## src/rtl/noc_vc_input_unit.sv

```systemverilog
//------------------------------------------------------------------------------
// Module   : noc_vc_input_unit
// Purpose  : Router input port holding NUM_VC virtual-channel FIFOs, each with
//            its own RC/VA/SA state machine, output-VC rewrite and credit return.
//            Optional: NOC_IU_PROTO_CHECK_EN adds a sticky proto_err output.
// Revision : 1.0
//------------------------------------------------------------------------------
`default_nettype none

module noc_vc_input_unit #(
  parameter int D_WIDTH   = 32,
  parameter int NUM_VC    = 4,
  parameter int VID_BITS  = 2,
  parameter int DEPTH     = 4,
  parameter int DEST_BITS = 4,
  parameter int CNT_BITS  = 3
) (
  input  logic                         clk,
  input  logic                         rst,
  input  logic                         in_valid,
  input  logic [D_WIDTH-1:0]           in_flit,
  output logic [NUM_VC-1:0]            rc_req,
  input  logic [NUM_VC-1:0]            rc_gnt,
  input  logic [DEST_BITS-1:0]         rc_route_i,
  output logic [NUM_VC-1:0]            va_req,
  input  logic [NUM_VC-1:0]            va_gnt,
  input  logic [VID_BITS-1:0]          va_ovid_i,
  output logic [NUM_VC-1:0]            sa_req,
  input  logic [NUM_VC-1:0]            sa_gnt,
  output logic                         out_valid,
  output logic [D_WIDTH-1:0]           out_flit,
  output logic [DEST_BITS-1:0]         out_route,
  output logic                         credit_valid,
  output logic [VID_BITS-1:0]          credit_vid,
  output logic [NUM_VC*CNT_BITS-1:0]   vc_count,
`ifdef NOC_IU_PROTO_CHECK_EN
  output logic                         proto_err,
`endif
  output logic                         ovf_err
);

  localparam int                  c_ptr_bits = $clog2(DEPTH);
  localparam logic [CNT_BITS-1:0] c_depth    = CNT_BITS'(DEPTH);
  localparam logic [2:0]          c_st_rc    = 3'b001;
  localparam logic [2:0]          c_st_va    = 3'b010;
  localparam logic [2:0]          c_st_act   = 3'b100;
  // Bit position of the type MSB: 1 for head/body, 0 for tail/single.
  localparam int                  c_type_msb = D_WIDTH - VID_BITS - 1;

  logic [D_WIDTH-1:0]    r_mem      [NUM_VC][DEPTH];
  logic [c_ptr_bits-1:0] r_rd_ptr   [NUM_VC];
  logic [c_ptr_bits-1:0] r_wr_ptr   [NUM_VC];
  logic [CNT_BITS-1:0]   r_count    [NUM_VC];
  logic [2:0]            r_state    [NUM_VC];
  logic [2:0]            w_state_nxt[NUM_VC];
  logic [DEST_BITS-1:0]  r_route    [NUM_VC];
  logic [VID_BITS-1:0]   r_ovid     [NUM_VC];
  logic [D_WIDTH-1:0]    w_head     [NUM_VC];

  logic [VID_BITS-1:0]   w_in_vid;
  logic [NUM_VC-1:0]     w_empty;
  logic [NUM_VC-1:0]     w_full;
  logic [NUM_VC-1:0]     w_wr;
  logic [NUM_VC-1:0]     w_sa_valid;
  logic [NUM_VC-1:0]     w_pop;
  logic                  w_accept;
  logic                  w_sel_any;
  logic [VID_BITS-1:0]   w_sel_idx;
  logic [D_WIDTH-1:0]    w_fwd_flit;

  assign w_in_vid = in_flit[D_WIDTH-1 -: VID_BITS];

  always_comb begin
    w_empty  = '0;
    w_full   = '0;
    w_wr     = '0;
    vc_count = '0;
    for (int i = 0; i < NUM_VC; i++) begin
      w_empty[i] = (r_count[i] == '0);
      w_full[i]  = (r_count[i] == c_depth);
      w_head[i]  = r_mem[i][r_rd_ptr[i]];
      vc_count[i*CNT_BITS +: CNT_BITS] = r_count[i];
    end
    // A full VC still takes the flit when its head leaves in the same cycle.
    w_accept = in_valid & (~w_full[w_in_vid] | w_pop[w_in_vid]);
    for (int i = 0; i < NUM_VC; i++) begin
      w_wr[i] = w_accept && (w_in_vid == VID_BITS'(i));
    end
  end

  // Only the lowest-index requesting VC may pop per cycle.
  assign w_sa_valid = sa_gnt & sa_req;
  assign w_pop      = w_sa_valid & (~w_sa_valid + NUM_VC'(1));
  assign w_sel_any  = |w_pop;

  always_comb begin
    w_sel_idx = '0;
    for (int i = 0; i < NUM_VC; i++) begin
      if (w_pop[i]) w_sel_idx = VID_BITS'(i);
    end
    w_fwd_flit = w_head[w_sel_idx];
    w_fwd_flit[D_WIDTH-1 -: VID_BITS] = r_ovid[w_sel_idx];
  end

  // Per-VC state machine: register, next-state, outputs.
  always_ff @(posedge clk) begin
    for (int i = 0; i < NUM_VC; i++) begin
      if (rst) r_state[i] <= c_st_rc;
      else     r_state[i] <= w_state_nxt[i];
    end
  end

  always_comb begin
    for (int i = 0; i < NUM_VC; i++) begin
      w_state_nxt[i] = r_state[i];
      case (r_state[i])
        c_st_rc:  if (rc_gnt[i] && rc_req[i]) w_state_nxt[i] = c_st_va;
        c_st_va:  if (va_gnt[i] && va_req[i]) w_state_nxt[i] = c_st_act;
        c_st_act: if (w_pop[i] && !w_head[i][c_type_msb]) w_state_nxt[i] = c_st_rc;
        default:  w_state_nxt[i] = c_st_rc;
      endcase
    end
  end

  always_comb begin
    rc_req = '0;
    va_req = '0;
    sa_req = '0;
    for (int i = 0; i < NUM_VC; i++) begin
      rc_req[i] = (r_state[i] == c_st_rc)  && !w_empty[i];
      va_req[i] = (r_state[i] == c_st_va)  && !w_empty[i];
      sa_req[i] = (r_state[i] == c_st_act) && !w_empty[i];
    end
  end

  always_ff @(posedge clk) begin
    if (w_accept) r_mem[w_in_vid][r_wr_ptr[w_in_vid]] <= in_flit;
  end

  always_ff @(posedge clk) begin
    if (rst) begin
      for (int i = 0; i < NUM_VC; i++) begin
        r_rd_ptr[i] <= '0;
        r_wr_ptr[i] <= '0;
        r_count[i]  <= '0;
        r_route[i]  <= '0;
        r_ovid[i]   <= '0;
      end
      ovf_err <= 1'b0;
    end else begin
      for (int i = 0; i < NUM_VC; i++) begin
        if (rc_gnt[i] && rc_req[i]) r_route[i] <= rc_route_i;
        if (va_gnt[i] && va_req[i]) r_ovid[i]  <= va_ovid_i;
        if (w_wr[i])  r_wr_ptr[i] <= r_wr_ptr[i] + c_ptr_bits'(1);
        if (w_pop[i]) r_rd_ptr[i] <= r_rd_ptr[i] + c_ptr_bits'(1);
        if (w_wr[i] && !w_pop[i])      r_count[i] <= r_count[i] + CNT_BITS'(1);
        else if (!w_wr[i] && w_pop[i]) r_count[i] <= r_count[i] - CNT_BITS'(1);
      end
      if (in_valid && !w_accept) ovf_err <= 1'b1;
    end
  end

  always_ff @(posedge clk) begin
    if (rst) begin
      out_valid    <= 1'b0;
      out_flit     <= '0;
      out_route    <= '0;
      credit_valid <= 1'b0;
      credit_vid   <= '0;
    end else begin
      out_valid    <= w_sel_any;
      credit_valid <= w_sel_any;
      if (w_sel_any) begin
        out_flit   <= w_fwd_flit;
        out_route  <= r_route[w_sel_idx];
        credit_vid <= w_sel_idx;
      end
    end
  end

`ifdef NOC_IU_PROTO_CHECK_EN
  logic [1:0]        w_in_type;
  logic [NUM_VC-1:0] r_last_open;
  logic              w_proto_hit;

  assign w_in_type = in_flit[c_type_msb -: 2];

  always_comb begin
    w_proto_hit = |(rc_gnt & ~rc_req) | |(va_gnt & ~va_req) | |(sa_gnt & ~sa_req);
    if (w_accept) begin
      // Body/tail opening a packet, or head/single arriving inside one.
      if ((^w_in_type) && w_empty[w_in_vid] && (r_state[w_in_vid] == c_st_rc))
        w_proto_hit = 1'b1;
      if (!(^w_in_type) && r_last_open[w_in_vid])
        w_proto_hit = 1'b1;
    end
  end

  always_ff @(posedge clk) begin
    if (rst) begin
      r_last_open <= '0;
      proto_err   <= 1'b0;
    end else begin
      if (w_accept) r_last_open[w_in_vid] <= w_in_type[1];
      if (w_proto_hit) proto_err <= 1'b1;
    end
  end
`endif

endmodule

`default_nettype wire

```

## config.mk

```make
export PLATFORM = sky130hd
export DESIGN_NAME = noc_vc_input_unit
export DESIGN_NICKNAME = d
export VERILOG_FILES = /design/src/rtl/noc_vc_input_unit.sv
export SDC_FILE = /design/constraint.sdc
export NUM_CORES = 1
export LEC_CHECK = 0
export CAP_MARGIN = 20
export CORE_MARGIN = 4
export CORE_UTILIZATION = 50
export CTS_CLUSTER_SIZE = 8
export DETAILED_ROUTE_END_ITERATION = 8
export PLACE_DENSITY = 0.76
export SYNTH_ARGS = -nofsm -noshare
export SYNTH_HDL_FRONTEND = slang
export SYNTH_SLANG_ARGS = --single-unit
export TNS_END_PERCENT = 10
```

## constraint.sdc

```tcl
create_clock -name clk -period 6.7 [get_ports clk]
set_input_delay 1.34 -clock clk [delete_from_list [all_inputs] [get_ports clk]]
set_output_delay 1.34 -clock clk [all_outputs]
set_load 0.03 [all_outputs]
```

==> implementation parameters, run 1 <==
Parameter                              Value

Status
  Result of the run    complete, no violations

Yosys
  Combinational family with the most area after synthesis    multiplexers
  Share of synthesized area spent on multiplexers    13.5%
  Yosys synthesis warning count    0
  Number of storage elements in the synthesis netlist    584
  Simple logic cell fraction of the synthesized area    5.76%
  Sequential share of the synthesized area    74.1%
  Post-synth design cell area    0.0230 sq mm
  Library cell with the highest instance count after synthesis    sky130_fd_sc_hd__edfxtp_1
  Dominant register cell in the synthesized netlist    sky130_fd_sc_hd__edfxtp_1
  Average size of a mapped cell    18.9 sq um
  Adder-cell share of the synthesized area    0.425%
  Share of Yosys cell area claimed by the top area cell type    69.6%
  Number of synthesized flops with an enable pin    532
  Post-synth net total    1273
  Count of mapped cells out of synthesis    1214
  Most frequent cells after synthesis    532 x sky130_fd_sc_hd__edfxtp_1, 121 x sky130_fd_sc_hd__mux4_2, 79 x sky130_fd_sc_hd__nor2_1
  Share of the synthesized area in compound gates (AO/OA/AOI/OAI)    4.28%
  Count of different cell masters after synthesis    64
  Synth area leaders    sky130_fd_sc_hd__edfxtp_1 70%, sky130_fd_sc_hd__mux4_2 12%, sky130_fd_sc_hd__dfxtp_1 4.5%
  Post-synthesis cell type with the largest combined area    sky130_fd_sc_hd__edfxtp_1
  Fraction of registers with async set/reset    0%
  Xor and xnor fraction of the mapped netlist area    0.458%

Timing
  Ratio of final minimum period to clock period    69.5%
  Number of hold violations in the final report    0
  Clock period minus final worst setup slack    4.65 ns
  Setup clock skew after layout    0.0276 ns
  Unrepaired setup endpoints after global routing    no
  Normalized max-slew margin    27.5%
  Final Max Slew Viols    0
  Setup_tns    0 ns
  Transition time at the pin with the least slew margin    1.09 ns
  Fmax    215 MHz
  Total of endpoints with negative setup slack in the final report    0

Floorplan
  Number of placement rows    78
  Chip width    222 um
  Core area    0.0454 sq mm
  Area of the die    0.0494 sq mm
  Effective utilization at floorplan    50.6%
  Height of the die    222 um
  I/O Pins    118

Detailed routing
  First drt pass iteration count    5
  Drt first-iter violations    1495
  Total number of vias    12.5k
  Post-route DRC    0
  Mean number of vias per cell    6.15
  WL/cell    27.2 um
  Routed Antenna Nets    0
  Total wirelength of the detailed-routed design    55.3 mm

Clock network
  Clk sink count    584
  Clock Latency Late Sink    0.61 ns
  CTS Root Cell    sky130_fd_sc_hd__clkbuf_16
  Hold-fix buffers, CTS    0
  Post-cts sizing count    0
  Total clock buffers created by CTS    82
  H-tree depth    3
  Setup bufs post-CTS    0
  Clock transition at path regs    0.05 ns
  Buffers from clock root to sink, at most    3
  TritonCTS clock tree    built

Worst setup path
  Number of cells on the worst reg-to-reg path    8
  Cells along the critical path    clkdlybuf4s50_1, nand2_1, or4_1, mux2i_1, a311o_1, nand2_1, nor2_4
  Most frequent cell on the critical path    sky130_fd_sc_hd__nand2_1
  Top fanout value on the critical path    30
  Critical-path cell with the highest stage delay    sky130_fd_sc_hd__nor2_4
  Startpoint types    primary input
  WP data arrival    4.86 ns
  Kind of capture point of the worst setup path    flop
  Req. time, crit path    6.91 ns
  Kind of critical path    in -> reg
  Longest individual stage delay on the worst path    1.06 ns

Global routing
  Wire length of the first global-routing pass    81.3 mm
  Total Routing Usage GR    22.1%
  Via count of the first global-routing pass    12.7k
  Residual overflow from global routing    0
  Antenna violations before repair    1
  Largest net degree at the start of global routing    33

Cells and area
  Net count, final    1430
  Antenna diode count    0
  Count of non-filler cells in the finished layout    2032
  Post-layout utilization of the core    60.0%
  Ratio of cells with drive above 1 in the final layout    19.3%
  Final non-filler cell area    0.0272 sq mm
  Area growth from synthesis to layout    18.6%

Place
  Placer congestion estimate    0.885
  Half-perimeter wire length after detailed placement    32.5 mm
  Cell Count Post-Placement    1886
  Area of placed instances    0.0248 sq mm
  Number of buffer cells added on primary ports    117

Power and ir drop
  Pwr Density    304 mW/mm^2
  VDD IR-drop max    0.232 mV
  Total Power Consumption    8270 uW
  Static leakage    0.00866 uW

Min path
  Class of the worst hold path    reg -> reg
  Hold depth    1

Run
  Max-cap violations    0
layer usage:
layer | routed length, um | track usage, %
met5 | 16 | 0
met4 | 1550 | 6.98
met3 | 5620 | 6.61
met2 | 26800 | 35.3
met1 | 21300 | 29.5
flip-flops by register name, indices dropped and copies added, names as in the netlist:
| signal | count |
|---|---|
| r_rd_ptr | 8 |
| ovf_err | 1 |
| credit_valid | 1 |
| r_state | 12 |
| r_wr_ptr | 8 |
| r_mem | 480 |
| out_flit | 32 |
| credit_vid | 2 |
| r_count | 12 |
| out_route | 4 |
| r_ovid | 8 |
| r_route | 16 |
area by class of cell:
class,count,area (sq um)
Timing Repair Buffer,134,1310
Fill cell,3199,18100
Inverter,12,45.0
Multi-Input combinational cell,557,5700
Clock inverter,5,105
Tap cell,600,751
Clock buffer,140,2310
Sequential cell,584,17000
critical path, delay by kind of cell:
family          cells  cell delay [ns]
compound gates      1             0.29
mux                 1             0.33
buf+inv             1             0.78
simple gates        4             2.09
report_power, final:
group	internal [uW]	switching [uW]	total [uW]
Sequential	4040	26.1	4070
Combinational	128	221	349
Clock	2340	1510	3850
logic make-up (layout without fill, tap and decap cells):
| family | count (synthesis) | after routing |
|---|---|---|
| multiplexers | 155 | 155 |
| AO/OA/AOI/OAI | 134 | 134 |
| flip-flops | 584 | 584 |
| adder cells (fa/ha/maj) | 6 | 6 |
| AND/OR/NAND/NOR | 250 | 250 |
| buffers and inverters | 73 | 291 |
| XOR/XNOR | 12 | 12 |
worst paths after layout:
kind / startpoint / endpoint / slack (ns)
max reg2reg: r_count[3][0] / r_mem[1][23] / 2.66
min: out_flit[1] / out_flit[1] / 0.48
max: in_flit[30] / r_mem[1][23] / 2.05
min reg2reg: out_flit[1] / out_flit[1] / 0.48
stage by stage:
step	setup WS, ns	hold slack (ns)
finish	2.05	0.481
global route	1.80	0.513
CTS	2.06	0.487
detailed placement	1.51	0.475
global placement	1.57	0.475
floorplan	2.55	0.462
cells in the final DEF, fill, tap and decap left out, types with 4 or more instances in the layout:
cell / n
sky130_fd_sc_hd__edfxtp_1: 532
sky130_fd_sc_hd__mux4_2: 121
sky130_fd_sc_hd__clkdlybuf4s50_1: 116
sky130_fd_sc_hd__clkbuf_16: 84
sky130_fd_sc_hd__nor2_1: 71
sky130_fd_sc_hd__clkbuf_1: 56
sky130_fd_sc_hd__dfxtp_1: 52
sky130_fd_sc_hd__nand2_1: 50
sky130_fd_sc_hd__nor3_1: 28
sky130_fd_sc_hd__a22oi_1: 26
sky130_fd_sc_hd__a221o_1: 23
sky130_fd_sc_hd__a21oi_1: 22
sky130_fd_sc_hd__and2_1: 21
sky130_fd_sc_hd__o21ai_0: 20
sky130_fd_sc_hd__mux2_1: 19
sky130_fd_sc_hd__nor2_4: 17
sky130_fd_sc_hd__buf_4: 16
sky130_fd_sc_hd__nand2b_1: 12
sky130_fd_sc_hd__mux2i_1: 11
sky130_fd_sc_hd__a211oi_1: 11
sky130_fd_sc_hd__inv_1: 10
sky130_fd_sc_hd__a21o_1: 8
sky130_fd_sc_hd__xnor2_1: 8
sky130_fd_sc_hd__or3_1: 6
sky130_fd_sc_hd__nand3_1: 6
sky130_fd_sc_hd__nor4b_1: 6
sky130_fd_sc_hd__and3_1: 4
sky130_fd_sc_hd__or2_2: 4
sky130_fd_sc_hd__a31oi_1: 4
sky130_fd_sc_hd__xor2_1: 4
sky130_fd_sc_hd__mux2_2: 4
sky130_fd_sc_hd__o32ai_1: 4
Power figures use the tool's default switching activity.
==> run 2: changes to the inputs <==
==> constraint.sdc (replaced) <==
create_clock -name clk -period 4.3 [get_ports clk]
set_input_delay 0.86 -clock clk [delete_from_list [all_inputs] [get_ports clk]]
set_output_delay 0.86 -clock clk [all_outputs]
set_load 0.03 [all_outputs]
==> implementation parameters, run 2 (synthesis gave the netlist of run 1 again) <==
Parameter                              Value

Detailed routing
  First drt pass iteration count    5 (unchanged)
  Drt first-iter violations    1587 (+6.2%)
  Total number of vias    12.7k (+1.8%)
  Mean number of vias per cell    6.19 (+0.55%)
  Routed Antenna Nets    0 (unchanged)
  Post-route DRC    0 (unchanged)
  Total wirelength of the detailed-routed design    56.2 mm (+1.5%)
  WL/cell    27.3 um (+0.26%)

Timing
  Normalized max-slew margin    40.4% (+13 points)
  Clock period minus final worst setup slack    3.52 ns
  Total of endpoints with negative setup slack in the final report    0 (unchanged)
  Number of hold violations in the final report    0 (unchanged)
  Ratio of final minimum period to clock period    81.8%
  Transition time at the pin with the least slew margin    0.894 ns (-0.191 ns)
  Setup_tns    0 ns (unchanged)
  Final Max Slew Viols    0 (unchanged)
  Fmax    284 MHz
  Setup clock skew after layout    0.0333 ns (+0.00565 ns)
  Unrepaired setup endpoints after global routing    no

Floorplan
  Chip width    222 um (unchanged)
  Core area    0.0454 sq mm (unchanged)
  Area of the die    0.0494 sq mm (unchanged)
  I/O Pins    118 (unchanged)
  Effective utilization at floorplan    50.6% (unchanged)
  Height of the die    222 um (unchanged)
  Number of placement rows    78 (unchanged)

Cells and area
  Post-layout utilization of the core    60.8% (+0.73 points)
  Largest register FFs    480 (unchanged)
  Count of fill cells added during filler insertion    3139 (-1.9%)
  Top library cells by usage in the layout, fill and taps aside    532 x sky130_fd_sc_hd__edfxtp_1, 121 x sky130_fd_sc_hd__mux4_2, 116 x sky130_fd_sc_hd__clkdlybuf4s50_1, 84 x sky130_fd_sc_hd__clkbuf_16, 71 x sky130_fd_sc_hd__nor2_1
  Most common library cell in the layout ignoring fill and taps    sky130_fd_sc_hd__edfxtp_1
  Ratio of cells with drive above 1 in the final layout    21.1% (+1.8 points)
  Area growth from synthesis to layout    20.1%
  Count of non-filler cells in the finished layout    2058 (+1.3%)
  Net count, final    1460 (+2.1%)

Run
  Max-cap violations    0 (unchanged)

Worst setup path
  R2r setup slk    0.78 ns (-1.88 ns)
  WP data arrival    3.82 ns (-1.04 ns)
  Req. time, crit path    4.60 ns (-2.31 ns)
  Kind of capture point of the worst setup path    flop
  Worst path top cell family by delay    simple AND/OR/NAND/NOR gates
  Startpoint types    flop
  Top fanout value on the critical path    20 (-33%)
  Critical-path cell with the highest stage delay    sky130_fd_sc_hd__or2_1
  Kind of critical path    reg -> reg
  Cells along the critical path    inv_1, ha_1, nor2b_2, or4_1, mux2i_1, a311oi_1, or2_1, nor2_4, buf_12
  Worst path buffer plus inverter count    2 (+1)
  Longest individual stage delay on the worst path    0.59 ns (-0.47 ns)
  Number of cells on the worst reg-to-reg path    9 (+1)
  Capture instance of the worst register-to-register path    r_mem[3][122]
  Crit Reg-Reg Startpoint    r_count[3][0]

Global routing
  Total Routing Usage GR    22.6% (+0.53 points)
  Antenna violations before repair    5 (+4)
  Residual overflow from global routing    0 (unchanged)
  Largest net degree at the start of global routing    37 (+12%)
  Wire length of the first global-routing pass    84.0 mm (+3.3%)
  Via count of the first global-routing pass    13.2k (+3.6%)

Place
  Half-perimeter wire length after detailed placement    33.7 mm (+3.6%)
  Cell Count Post-Placement    1915 (+1.5%)
  Placer congestion estimate    0.846 (-4.5%)
  Number of buffer cells added on primary ports    117 (unchanged)

Clock network
  Setup bufs post-CTS    0 (unchanged)
  Total clock buffers created by CTS    83 (+1.2%)
  Clk sink count    584 (unchanged)
  Post-cts sizing count    0 (unchanged)
  Clock Latency Late Sink    0.61 ns (about the same)
  Clock transition at path regs    0.05 ns (about the same)
  Buffers from clock root to sink, at most    3 (unchanged)
  Hold-fix buffers, CTS    0 (unchanged)
  H-tree depth    3 (unchanged)
  CTS Root Cell    sky130_fd_sc_hd__clkbuf_16
  TritonCTS clock tree    built

Status
  Result of the run    complete, no violations

Power and ir drop
  Static leakage    0.00884 uW (+2.1%)
  VDD IR-drop max    0.325 mV (+40%)
  Pwr Density    466 mW/mm^2 (+53%)
  Total Power Consumption    12800 uW (+55%)

Min path
  Hold depth    1 (unchanged)
  Class of the worst hold path    reg -> reg
  Hold path endpoint    out_flit[28]
  Launch instance of the worst min-delay path    out_flit[28]
==> run 2: worst reg2reg max path: cells and delay by family (launching register included) <==
kind	cells	cell delay, ns
multiplexers	1	0.34
buffers and inverters	2	0.30
adder cells (fa/ha/maj)	1	0.23
flip-flops	1	0.41
AND/OR/NAND/NOR	4	1.77
AO/OA/AOI/OAI	1	0.18
==> run 2: how the worst max path moves through the flow <==
stage | from | endpoint | slack [ns] | cells after the start
after floorplan | r_count[3][0] | r_mem[0][0] | 0.36 | 8
after global placement | in_flit[30] | r_mem[0][0] | 0.47 | 9
after detailed placement | in_flit[30] | r_mem[3][122] | 0.41 | 9
after CTS | r_count[3][0] | rc_req[3] | 0.80 | 5
after global routing | r_count[3][0] | r_mem[3][122] | 0.65 | 9
final | r_count[3][0] | r_mem[3][122] | 0.78 | 9
==> run 2: through the flow <==
stage | worst slack, ns | hold slack [ns] | instance area, sq um
6_report | 0.781 | 0.483 | 27600
3_3_place_gp | 0.471 | 0.475 | 25100
2_1_floorplan | 0.364 | 0.462 | 23000
3_5_place_dp | 0.408 | 0.475 | 25200
4_1_cts | 0.800 | 0.487 | 27600
5_1_grt | 0.645 | 0.500 | 27600
==> run 2: layer usage <==
metal	track usage (%)	wire length, um	part of all wire (%)
met1	30.4	22000	39
met2	36.6	27600	49
met3	6.09	5210	9.3
met4	6.96	1390	2.5
met5	0	28	0.050
==> run 2: where the power goes <==
group	internal, uW	switching, uW
clock network	3620	2330
registers	6300	43.7
logic	211	341
==> run 2: final cells by class <==
| cell class | count | area, sq um | share of cell area (%) |
|---|---|---|---|
| Clock buffer | 134 | 2290 | 8.30 |
| Multi-Input combinational cell | 557 | 5700 | 20.7 |
| Clock inverter | 7 | 111 | 0.404 |
| Tap cell | 600 | 751 | 2.72 |
| Antenna cell | 1 | 2.50 | 0.00908 |
| Inverter | 12 | 45.0 | 0.163 |
| Sequential cell | 584 | 17000 | 61.7 |
| Timing Repair Buffer | 163 | 1650 | 5.99 |
